===== src/rtl/sccb_pkg.sv =====
// Shared types and constants for the SCCB bus arbiter.
package sccb_pkg;

  typedef enum logic [2:0] {IDLE, ISSUE, WAIT, CHECK, FAIL, GAP} sccbState_t;

  localparam logic [7:0] SLAVE_ADDR_DEF = 8'h42;
  localparam logic       ACK_OK         = 1'b0;

  function automatic int cntWidth(input int n);
    return (n > 1) ? $clog2(n) : 1;
  endfunction

endpackage


===== src/rtl/sccb_rr_grant.sv =====
// Two-port round-robin grant decoder: on a tie the port that did not win last time wins.
module sccb_rr_grant (
  input  logic [1:0] req,
  input  logic       lastGnt,
  output logic       gnt,
  output logic       gntVld
);

  assign gntVld = |req;
  assign gnt    = (req[0] & req[1]) ? ~lastGnt : req[1];

endmodule


===== src/rtl/sccb_bus_arbiter.sv =====
// Shares one SCCB/I2C write controller between two requesters, with NACK retry,
// END timeout and an enforced bus gap between transactions.
module sccb_bus_arbiter
  import sccb_pkg::*;
#(
  parameter logic [7:0] SLAVE_ADDR     = SLAVE_ADDR_DEF,
  parameter int         MAX_RETRY      = 3,
  parameter int         GAP_CYCLES     = 4,
  parameter int         TIMEOUT_CYCLES = 2048
) (
  input  logic        iCLK,
  input  logic        iRST_N,
  input  logic        iREQ0,
  input  logic [7:0]  iSUB0,
  input  logic [7:0]  iDAT0,
  output logic        oDONE0,
  output logic        oERR0,
  input  logic        iREQ1,
  input  logic [7:0]  iSUB1,
  input  logic [7:0]  iDAT1,
  output logic        oDONE1,
  output logic        oERR1,
  output logic [23:0] oI2C_DATA,
  output logic        oI2C_GO,
  input  logic        iI2C_END,
  input  logic        iI2C_ACK,
  output logic        oBUSY,
  output logic        oLAST_GNT
);

  // Retry counter must hold MAX_RETRY itself; gap/timeout only count to N-1.
  localparam int RW = cntWidth(MAX_RETRY + 1);
  localparam int GW = cntWidth(GAP_CYCLES);
  localparam int TW = cntWidth(TIMEOUT_CYCLES);

  localparam logic [RW-1:0] RETRY_MAX = RW'(MAX_RETRY);
  localparam logic [GW-1:0] GAP_LAST  = GW'(GAP_CYCLES - 1);
  localparam logic [TW-1:0] TMO_LAST  = TW'(TIMEOUT_CYCLES - 1);

  sccbState_t    state, stateNext;
  logic [23:0]   word, wordNext;
  logic          go, goNext;
  logic          lastGnt, lastGntNext;
  logic          reissue, reissueNext;
  logic [1:0]    done, doneNext;
  logic [1:0]    err, errNext;
  logic [RW-1:0] retryCnt, retryNext;
  logic [GW-1:0] gapCnt, gapNext;
  logic [TW-1:0] tmoCnt, tmoNext;
  logic          gntPort, gntVld;

  sccb_rr_grant uGrant (
    .req     ({iREQ1, iREQ0}),
    .lastGnt (lastGnt),
    .gnt     (gntPort),
    .gntVld  (gntVld)
  );

  always_ff @(posedge iCLK or negedge iRST_N) begin
    if (!iRST_N) begin
      state    <= IDLE;
      word     <= '0;
      go       <= 1'b0;
      lastGnt  <= 1'b1;
      reissue  <= 1'b0;
      done     <= '0;
      err      <= '0;
      retryCnt <= '0;
      gapCnt   <= '0;
      tmoCnt   <= '0;
    end else begin
      state    <= stateNext;
      word     <= wordNext;
      go       <= goNext;
      lastGnt  <= lastGntNext;
      reissue  <= reissueNext;
      done     <= doneNext;
      err      <= errNext;
      retryCnt <= retryNext;
      gapCnt   <= gapNext;
      tmoCnt   <= tmoNext;
    end
  end

  always_comb begin
    stateNext   = state;
    wordNext    = word;
    goNext      = go;
    lastGntNext = lastGnt;
    reissueNext = reissue;
    doneNext    = '0;
    errNext     = '0;
    retryNext   = retryCnt;
    gapNext     = gapCnt;
    tmoNext     = tmoCnt;
    case (state)
      IDLE: begin
        if (gntVld) begin
          wordNext    = gntPort ? {SLAVE_ADDR, iSUB1, iDAT1} : {SLAVE_ADDR, iSUB0, iDAT0};
          lastGntNext = gntPort;
          retryNext   = '0;
          reissueNext = 1'b0;
          stateNext   = ISSUE;
        end
      end
      ISSUE: begin
        goNext    = 1'b1;
        tmoNext   = '0;
        stateNext = WAIT;
      end
      WAIT: begin
        tmoNext = tmoCnt + 1'b1;
        if (iI2C_END) begin
          goNext    = 1'b0;
          stateNext = CHECK;
        end else if (tmoCnt == TMO_LAST) begin
          goNext    = 1'b0;
          stateNext = FAIL;
        end
      end
      CHECK: begin
        gapNext = '0;
        if (iI2C_ACK == ACK_OK) begin
          doneNext[lastGnt] = 1'b1;
          reissueNext       = 1'b0;
          stateNext         = GAP;
        end else if (retryCnt != RETRY_MAX) begin
          retryNext   = retryCnt + 1'b1;
          reissueNext = 1'b1;
          stateNext   = GAP;
        end else begin
          stateNext = FAIL;
        end
      end
      FAIL: begin
        errNext[lastGnt] = 1'b1;
        reissueNext      = 1'b0;
        gapNext          = '0;
        stateNext        = GAP;
      end
      GAP: begin
        // END may linger until the controller notices GO low; never start over it.
        if (gapCnt != GAP_LAST) begin
          gapNext = gapCnt + 1'b1;
        end else if (!iI2C_END) begin
          stateNext = reissue ? ISSUE : IDLE;
        end
      end
      default: stateNext = IDLE;
    endcase
  end

  assign oI2C_DATA = word;
  assign oI2C_GO   = go;
  assign oDONE0    = done[0];
  assign oDONE1    = done[1];
  assign oERR0     = err[0];
  assign oERR1     = err[1];
  assign oBUSY     = (state != IDLE);
  assign oLAST_GNT = lastGnt;

endmodule


===== config.mk =====
export PLATFORM = sky130hd
export DESIGN_NAME = sccb_bus_arbiter
export DESIGN_NICKNAME = d
export VERILOG_FILES = /design/src/rtl/sccb_pkg.sv /design/src/rtl/sccb_rr_grant.sv /design/src/rtl/sccb_bus_arbiter.sv
export SDC_FILE = /design/constraint.sdc
export NUM_CORES = 1
export LEC_CHECK = 0
export BUFFER_PORTS_ARGS = -buffer_cell sky130_fd_sc_hd__buf_2
export CAP_MARGIN = 5
export CORE_AREA = 2 2 63 77
export DETAILED_ROUTE_END_ITERATION = 8
export DIE_AREA = 0 0 65 79
export HOLD_SLACK_MARGIN = 0.02
export PLACE_DENSITY = 0.86
export SLEW_MARGIN = 20
export SYNTH_ARGS = -nofsm -noshare
export SYNTH_HDL_FRONTEND = slang
export SYNTH_SLANG_ARGS = --single-unit
export TNS_END_PERCENT = 50

===== constraint.sdc =====
create_clock -name iCLK -period 2.1 [get_ports iCLK]
set_input_delay 0.105 -clock iCLK [delete_from_list [all_inputs] [get_ports iCLK]]
set_output_delay 0.105 -clock iCLK [all_outputs]
set_load 0.01 [all_outputs]

==> impl_metrics.ini, run 1 <==
[timing]
final_max_slew_viol_count = 0
setup_total_negative_slack_ns = 0
clock_skew_ns = 0.00889
final-setup-viol-count = 0
slew_headroom = 0.380
max_freq_ghz = 0.532
finalWorstPathRequiredPeriod_ns = 1.88
grt_setup_unrepaired = no
timing.final.crit_share = 0.895
timing_hold_violations_final = 0
worstMarginPinSlew_ns = 0.930

[layout]
flow.area_growth_from_synthesis_pct = 21.8
fill_cells = 397
utilization = 0.591
drive_gt1_frac = 0.305
finish.net_count = 309
diodes = 0

[routing]
drt-initial-drc-count = 82
routed-via-count = 1849
wire_per_inst_um = 14.5
drt.antenna.violating_nets = 0
drt_drc_violations_left = 0
dr.pass1.iters = 4
detail_route.wirelength_mm = 4.74
drt-vias-per-instance = 5.65

[synth]
ys_seq_area_frac = 0.490
yosys_most_used_dff = dfrtp_1
synth-async-reset-ratio = 1.00
yosys.cell_types.count = 44
post_synth.cell_area_avg_um2 = 10.2
yosysMostFrequentCell = dfrtp_1
postSynthRegisterBits = 42
post_synth_most_frequent_cells = dfrtp_1, o21ai_0, mux2i_1
synth-edff-count = 0
synth.top_cell.area_share = 0.478
yosys.area.top_type = dfrtp_1
synth.cell_area_um2 = 2150
yosys_warnings = 0
post_synth_main_area_contributors = dfrtp_1, mux2i_1, o21ai_0
synthesis.instances = 210

[floorplan]
die_area_um2 = 5140
io_pins = 69
design.core.area_um2 = 4430
initial_utilization = 0.485
die-width_um = 65
floorplan.rows = 27
die_ht_um = 79

[placement]
port_buffers = 62
gp_routability_congestion = 0.813
dp_hpwl_mm = 3.19

[cts]
post_cts_hold_buffer_count = 1
cts_buffers = 5
htreeDepth = 2
worst_skew_pair.late_latency_ns = 0.30
tritoncts = done
post_cts.resized_instances = 0
cts_post_setup_buffers_inserted = 0
clk_transition_reported_paths_ns = 0.08
cts_num_sinks = 42
cts_max_path_buffers = 2
clock_tree.root_cell = clkbuf_8

[critical_path]
cpMaxStageDelayCell = or3b_2
timing.critical_path.fanout_max = 14
crit_type = flop to flop
worstSetupEndpointType = flop
critical_path.reg2reg.startpoint = state[1]
r2r_slack_ns = 0.22
crit_chain = or3b_2 -> nor4_1 -> mux2i_1
critical_path.reg2reg.endpoint = tmoCnt[9]
cpLargestDelayFamily = simple AND/OR/NAND/NOR gates
r2r_cells = 3
cp-start-kind = flop
worst-endpoint-required_ns = 2.31
cp_num_buf_inv = 0
crit_arrival_ns = 2.09
crit_path_max_incr_delay_ns = 0.63

[grt]
globalRouteMet1Util = 0.240
use_met2 = 0.337
grt_first_pass_wirelength_mm = 8.00
initial_antenna_violation_count = 0
global_route.usage.total = 0.200
grt_most_used_layer = met2
grt_util_met3 = 0.0482
largest_net_degree_at_the_start_of_global_routing = 43
grt-ovfl-total = 0
grt_pass1_vias = 1803

[flow_run]
timing.max_cap.violations = 0

[worst_hold_path]
hold-path-endpoint = done[1]
hold_path.startpoint = iI2C_ACK
worst_hold_check_path_type = input pin to flop
hold-path-cell-count = 2

[pwr]
irDropWorstVdd_v = 0.000630
power.density_cell_area_nw_per_um2 = 1270
leakage_nw = 1.24

[status]
run_status = finished clean
-- cell families (layout without fill, tap and decap cells) --
family | Yosys count | in the layout | share of synthesized area
AOI/OAI and AO/OA | 62 | 62 | 0.176
adders and majority gates | 3 | 3 | 0.0175
buffers and inverters | 30 | 84 | 0.0745
DFF | 42 | 42 | 0.490
muxes | 23 | 23 | 0.110
other | 1 | 6 | 0.00175
and+or+nand+nor | 49 | 49 | 0.130
-- worst register-to-register path: cells and delay by family (launching register included) --
| kind | cells | cell delay [ns] |
|---|---|---|
| and+or+nand+nor | 2 | 1.01 |
| DFF | 1 | 0.54 |
| muxes | 1 | 0.24 |
-- cell usage in the layout (no fill, tap or decap), types with 5 or more instances in the layout --
cell type	n
a21oi_1	5
buf_2	62
clkbuf_8	6
conb_1	6
dfrtp_1	41
inv_1	9
mux2i_1	21
nand2_1	13
nand3_1	6
nor4_1	5
o21ai_0	36
-- state kept, by name, summed over array words and instances, names as in the netlist --
name       flops
oI2C_DATA     17
done           2
retryCnt       2
gapCnt         2
state          3
tmoCnt        11
oI2C_GO        1
oLAST_GNT      1
err            2
reissue        1
-- final cells by class --
cell class | count | area [um2] | area share
Inverter | 9 | 33.8 | 0.0129
Tap cell | 58 | 72.6 | 0.0277
Clock inverter | 2 | 60.1 | 0.0229
Sequential cell | 42 | 1050 | 0.402
Timing Repair Buffer | 67 | 350 | 0.134
Multi-Input combinational cell | 143 | 966 | 0.369
Clock buffer | 6 | 82.6 | 0.0315
-- per-layer routing --
layer | wire length [um] | vias up | part of all wire
met5 | 0 | - | 0
met1 | 1870 | 895 | 0.40
met4 | 85 | 0 | 0.018
met3 | 271 | 7 | 0.057
li1 | - | 872 | -
met2 | 2510 | 75 | 0.53
-- where the power goes --
group	internal (mW)	switching [mW]	total, mW
Sequential	1.09	0.219	1.31
Clock	0.507	0.281	0.788
Combinational	0.540	0.695	1.23
-- how the worst max path moves through the flow --
| stage | start | end | slack [ns] | cells after the start |
|---|---|---|---|---|
| floorplan | state[0] | oLAST_GNT | 0.41 | 6 |
| global placement | oLAST_GNT | oI2C_DATA[11] | 0.32 | 3 |
| detailed placement | oLAST_GNT | oI2C_DATA[12] | 0.18 | 3 |
| CTS | oLAST_GNT | oI2C_DATA[12] | 0.16 | 3 |
| global route | state[1] | tmoCnt[9] | 0.11 | 3 |
| finish | state[1] | tmoCnt[9] | 0.22 | 3 |
-- metrics by stage --
| step | cell area [um2] | power (mW) | cells | worst slack (ns) | hold slack [ns] |
|---|---|---|---|---|---|
| 2_1_floorplan | 2170 | 2.16 | 215 | 0.412 | -0.191 |
| 3_3_place_gp | 2460 | 2.50 | 318 | 0.315 | 0.296 |
| 3_5_place_dp | 2460 | 2.55 | 318 | 0.177 | 0.309 |
| 4_1_cts | 2610 | 3.35 | 327 | 0.164 | 0.0557 |
| 5_1_grt | 2620 | 3.58 | 327 | 0.106 | 0.0550 |
| 6_report | 2620 | 3.34 | 327 | 0.220 | 0.0618 |
Power figures use the tool's default switching activity.
==> run 2: changes to the inputs <==
clock period = 1.8 ns   (was 2.1 ns; I/O delays follow)
==> run 2 against run 1 <==
Worst hold slack worse by 0.0090 ns. Combinational power up 26%. Worst setup slack worse by 0.13 ns. Sequential power up 14%. First-iteration DRC count down 26%. Largest cell class unchanged.
==> impl_metrics.ini, run 2 (synthesis results as in run 1) <==
[status]
run_status = finished clean

[timing]
timing.final.crit_share = 0.950
final.hold.worst_slack_ns = 0.0528
timing_hold_violations_final = 0
grt_setup_unrepaired = yes
final_max_slew_viol_count = 0
final-setup-viol-count = 0
worstMarginPinSlew_ns = 0.733
finalWorstPathRequiredPeriod_ns = 1.71
clock_skew_ns = 0.00398
slew_headroom = 0.510
max_freq_ghz = 0.585
post-route-worst-setup-slack_ns = 0.0894

[pwr]
power.density_cell_area_nw_per_um2 = 1430
power.share.switching = 0.371
share_clk_of_total_power = 0.194
internal_power_mw = 2.36
power.share.sequential = 0.395
irDropWorstVdd_v = 0.000765
leakage_nw = 1.25
p_comb_frac = 0.411
switching_power_mw = 1.40
p_total_mw = 3.76

[layout]
diodes = 0
utilization = 0.593
largest_reg_flops = 17
final-instance-count-excl-fill = 331
flow.area_growth_from_synthesis_pct = 22.1
mostFrequentLayoutCell = buf_2
drive_gt1_frac = 0.308
final_cell_mix = buf_2, dfrtp_1, o21ai_0
finish.net_count = 313

[cts]
cts_max_path_buffers = 2
tritoncts = done
clk_transition_reported_paths_ns = 0.08
cts_num_sinks = 42
worst_skew_pair.late_latency_ns = 0.29
cts_buffers = 5
clock_tree.root_cell = clkbuf_8
cts_post_setup_buffers_inserted = 0
htreeDepth = 2

[grt]
largest_net_degree_at_the_start_of_global_routing = 24
grt_first_pass_wirelength_mm = 7.94
grt-ovfl-total = 0
grt_pass1_vias = 1825
initial_antenna_violation_count = 0
global_route.usage.total = 0.199

[placement]
dp_hpwl_mm = 3.36
dp_cells = 322
port_buffers = 62
placement.setup.worst_slack_ns = -0.0669
gp_routability_congestion = 0.819

[routing]
drt_drc_violations_left = 0
routed-via-count = 1862
detail_route.wirelength_mm = 4.64
drt-vias-per-instance = 5.63
drt-initial-drc-count = 61
dr.pass1.iters = 4
drt.antenna.violating_nets = 0
wire_per_inst_um = 14.0

[floorplan]
design.core.area_um2 = 4430
initial_utilization = 0.485
die_ht_um = 79
io_pins = 69
die-width_um = 65
floorplan.rows = 27
die_area_um2 = 5140

[critical_path]
worstSetupEndpointType = flop
crit_chain = or3b_2 -> nor4_1 -> mux2i_1
critical_path.reg2reg.endpoint = tmoCnt[9]
r2r_slack_ns = 0.09
timing.critical_path.fanout_max = 14
r2r_cells = 3
cp-start-kind = flop
crit_arrival_ns = 1.93
critical_path.reg2reg.startpoint = state[1]
crit_path_max_incr_delay_ns = 0.61
cpMaxStageDelayCell = or3b_2
worst-endpoint-required_ns = 2.02
crit_type = flop to flop

[worst_hold_path]
hold_path.startpoint = iI2C_ACK
worst_hold_check_path_type = input pin to flop
hold-path-cell-count = 2
hold-path-endpoint = done[0]

[flow_run]
timing.max_cap.violations = 0
run 2: metal layers:
layer / track usage / share of wire / up-vias
met3: 0.0326 / 0.050 / 9
met4: 0.102 / 0.021 / 0
met5: 0 / 0 / -
met2: 0.356 / 0.54 / 64
met1: 0.225 / 0.39 / 907
li1: - / - / 882
run 2: cell type report:
type | count | area (um2)
inverter | 9 | 33.8
fill | 408 | 1800
clock buffer | 7 | 76.3
sequential | 42 | 1050
multi-input combinational | 143 | 966
clock inverter | 1 | 30.0
tap | 58 | 72.6
timing repair buffer | 71 | 393
run 2: stage by stage:
step | setup TNS (ns) | instance area, um2
after detailed placement | -0.161 | 2500
after floorplan | 0 | 2170
after CTS | 0 | 2620
final | 0 | 2620
after global routing | -0.0607 | 2620
after global placement | 0 | 2500
run 2: how the worst max path moves through the flow:
stage | slack [ns] | cells after the start | start | end
after global routing | -0.03 | 3 | state[1] | tmoCnt[9]
after global placement | 0.06 | 3 | oLAST_GNT | oI2C_DATA[14]
final | 0.09 | 3 | state[1] | tmoCnt[9]
after floorplan | 0.11 | 6 | state[0] | oLAST_GNT
after detailed placement | -0.07 | 3 | oLAST_GNT | oI2C_DATA[8]
after CTS | 0.09 | 3 | state[1] | tmoCnt[9]
run 2: worst max-delay path: cells and delay by family (launching register included):
kind / cells / cell delay [ns]
simple gates: 2 / 0.97
flops: 1 / 0.45
mux: 1 / 0.22
run 2: repair_timing:
| action | in CTS | in global routing |
|---|---|---|
| hold buffers | 1 | 0 |
| pin swaps | 0 | 0 |
| resized for setup | 1 | 0 |
| gates cloned | 0 | 0 |
| hold endpoints to repair | 22 | 0 |
| endpoints found under the setup margin | 4 | 3 |
run 2: power by group through the flow:
stage          Sequential (mW)  Clock [mW]  Combinational (mW)
2_1_floorplan             1.56           0               0.954
3_3_place_gp              1.48           0                1.48
3_5_place_dp              1.49           0                1.56
4_1_cts                   1.48       0.745                1.56
5_1_grt                   1.52       0.784                1.76
6_report                  1.49       0.729                1.55
==> run 3: changes to the inputs <==
CELL_PAD_IN_SITES_DETAIL_PLACEMENT = 1   (was default)
CELL_PAD_IN_SITES_GLOBAL_PLACEMENT = 2   (was default)
CORE_AREA = 2 2 81 98   (was 2 2 63 77)
DIE_AREA = 0 0 83 100   (was 0 0 65 79)
PLACE_DENSITY = 0.85   (was 0.86)
==> run 3 against run 2 <==
First-iteration DRC count down 49%. Count of clock-buffer cells in the layout down 1. Final cell count up 11%. Power up 1.2%. Sequential cell count unchanged. Design area up 1.3%. Core utilization down 24 points. Register-to-register slack better by 0.02 ns. Largest power group unchanged.
==> impl_metrics.ini, run 3 (synthesis results as in run 1) <==
[placement]
port_buffers = 62
dp_hpwl_mm = 4.06
dpl-instance-area_um2 = 2540
gp_routability_congestion = 0.695
dp_cells = 357

[pwr]
leakage_nw = 1.24
irDropWorstVdd_v = 0.000448
power.density_cell_area_nw_per_um2 = 1430

[timing]
timing.final.crit_share = 0.940
timing_hold_violations_final = 0
clock_skew_ns = 0.0156
final_max_slew_viol_count = 0
finalWorstPathRequiredPeriod_ns = 1.69
max_freq_ghz = 0.591
worstMarginPinSlew_ns = 0.544
grt_setup_unrepaired = no
slew_headroom = 0.637
setup_total_negative_slack_ns = 0
final-setup-viol-count = 0

[layout]
mostFrequentLayoutCell = buf_2
final_cell_mix = buf_2, dfrtp_1, o21ai_0
final-instance-count-excl-fill = 366
flow.area_growth_from_synthesis_pct = 23.7
largest_reg_flops = 17
diodes = 0
postLayoutCellArea_um2 = 2660
drive_gt1_frac = 0.314
finish.net_count = 314
utilization = 0.355

[floorplan]
die-width_um = 83
design.core.area_um2 = 7490
initial_utilization = 0.287
floorplan.rows = 35
io_pins = 69
die_ht_um = 100
die_area_um2 = 8300

[grt]
use_met2 = 0.255
globalRouteMet1Util = 0.152
grt_first_pass_wirelength_mm = 9.14
grt_most_used_layer = met2
largest_net_degree_at_the_start_of_global_routing = 43
grt_pass1_vias = 1901
grt-ovfl-total = 0
initial_antenna_violation_count = 0
global_route.usage.total = 0.138
grt_util_met3 = 0.0313

[status]
run_status = finished clean

[routing]
drt-vias-per-instance = 5.02
dr.pass1.iters = 4
drt_drc_violations_left = 0
detail_route.wirelength_mm = 5.49
routed-via-count = 1837
drt.antenna.violating_nets = 0
drt-initial-drc-count = 31
wire_per_inst_um = 15.0

[critical_path]
cpMaxStageDelayCell = or3b_2
worstSetupEndpointType = flop
timing.critical_path.fanout_max = 14
crit_type = flop to flop
crit_arrival_ns = 1.92
r2r_slack_ns = 0.11
crit_path_max_incr_delay_ns = 0.63
cp-start-kind = flop
crit_chain = or3b_2 -> nor4_1 -> mux2i_1
worst-endpoint-required_ns = 2.03

[flow_run]
timing.max_cap.violations = 0

[cts]
cts_max_path_buffers = 2
clock_tree.root_cell = clkbuf_8
worst_skew_pair.late_latency_ns = 0.31
htreeDepth = 2
post_cts.resized_instances = 0
cts_num_sinks = 42
clk_transition_reported_paths_ns = 0.08
tritoncts = done
cts_post_setup_buffers_inserted = 0
cts_buffers = 5

[worst_hold_path]
worst_hold_check_path_type = input pin to flop
==> run 3: critical path, delay by kind of cell (launching register included) <==
| family | cells | cell delay (ns) |
|---|---|---|
| simple gates | 2 | 1.02 |
| flops | 1 | 0.40 |
| mux | 1 | 0.21 |
==> run 3: through the flow <==
step           hold slack [ns]  power, mW  setup WS [ns]
6_report                0.0518       3.81          0.108
5_1_grt                 0.0550       4.11        0.00370
4_1_cts                 0.0403       3.88         0.0886
3_5_place_dp             0.203       3.11         0.0996
3_3_place_gp             0.196       3.01          0.161
2_1_floorplan           -0.206       2.52          0.112
==> run 3: layer usage <==
layer	part of all wire	up-vias	routed length [um]
li1	-	877	-
met2	0.54	48	2940
met3	0.043	7	238
met5	0	-	0
met1	0.40	905	2200
met4	0.020	0	110
==> run 3: cell type report <==
cell class                 count  area, um2
clock buffer                   6       72.6
tap                           92        115
timing repair buffer          72        388
fill                         887       4830
sequential                    42       1050
multi-input combinational    143        958
clock inverter                 2       37.5
inverter                       9       33.8
==> run 3: power breakdown <==
part | switching, mW | internal, mW | total, mW | leakage [nW]
clock | 0.339 | 0.414 | 0.753 | 0.0514
combinational | 0.892 | 0.671 | 1.56 | 0.652
sequential | 0.215 | 1.28 | 1.49 | 0.539
total | 1.45 | 2.36 | 3.81 | 1.24
==> run 3: repair_timing <==
item | CTS | global route
endpoints found under the setup margin | 0 | 0
hold buffers | 1 | 0
endpoints found under the hold margin | 41 | 0
==> run 3: worst paths after layout <==
kind | end | depth (start not counted) | from
min in group asynchronous | tmoCnt[0] | 3 | iRST_N
setup / recovery | tmoCnt[9] | 3 | state[0]
hold reg to reg | oI2C_GO | 1 | tmoCnt[10]
max in group asynchronous | oLAST_GNT | 3 | iRST_N
hold / removal | done[1] | 2 | iI2C_ACK
setup reg to reg | tmoCnt[9] | 3 | state[0]
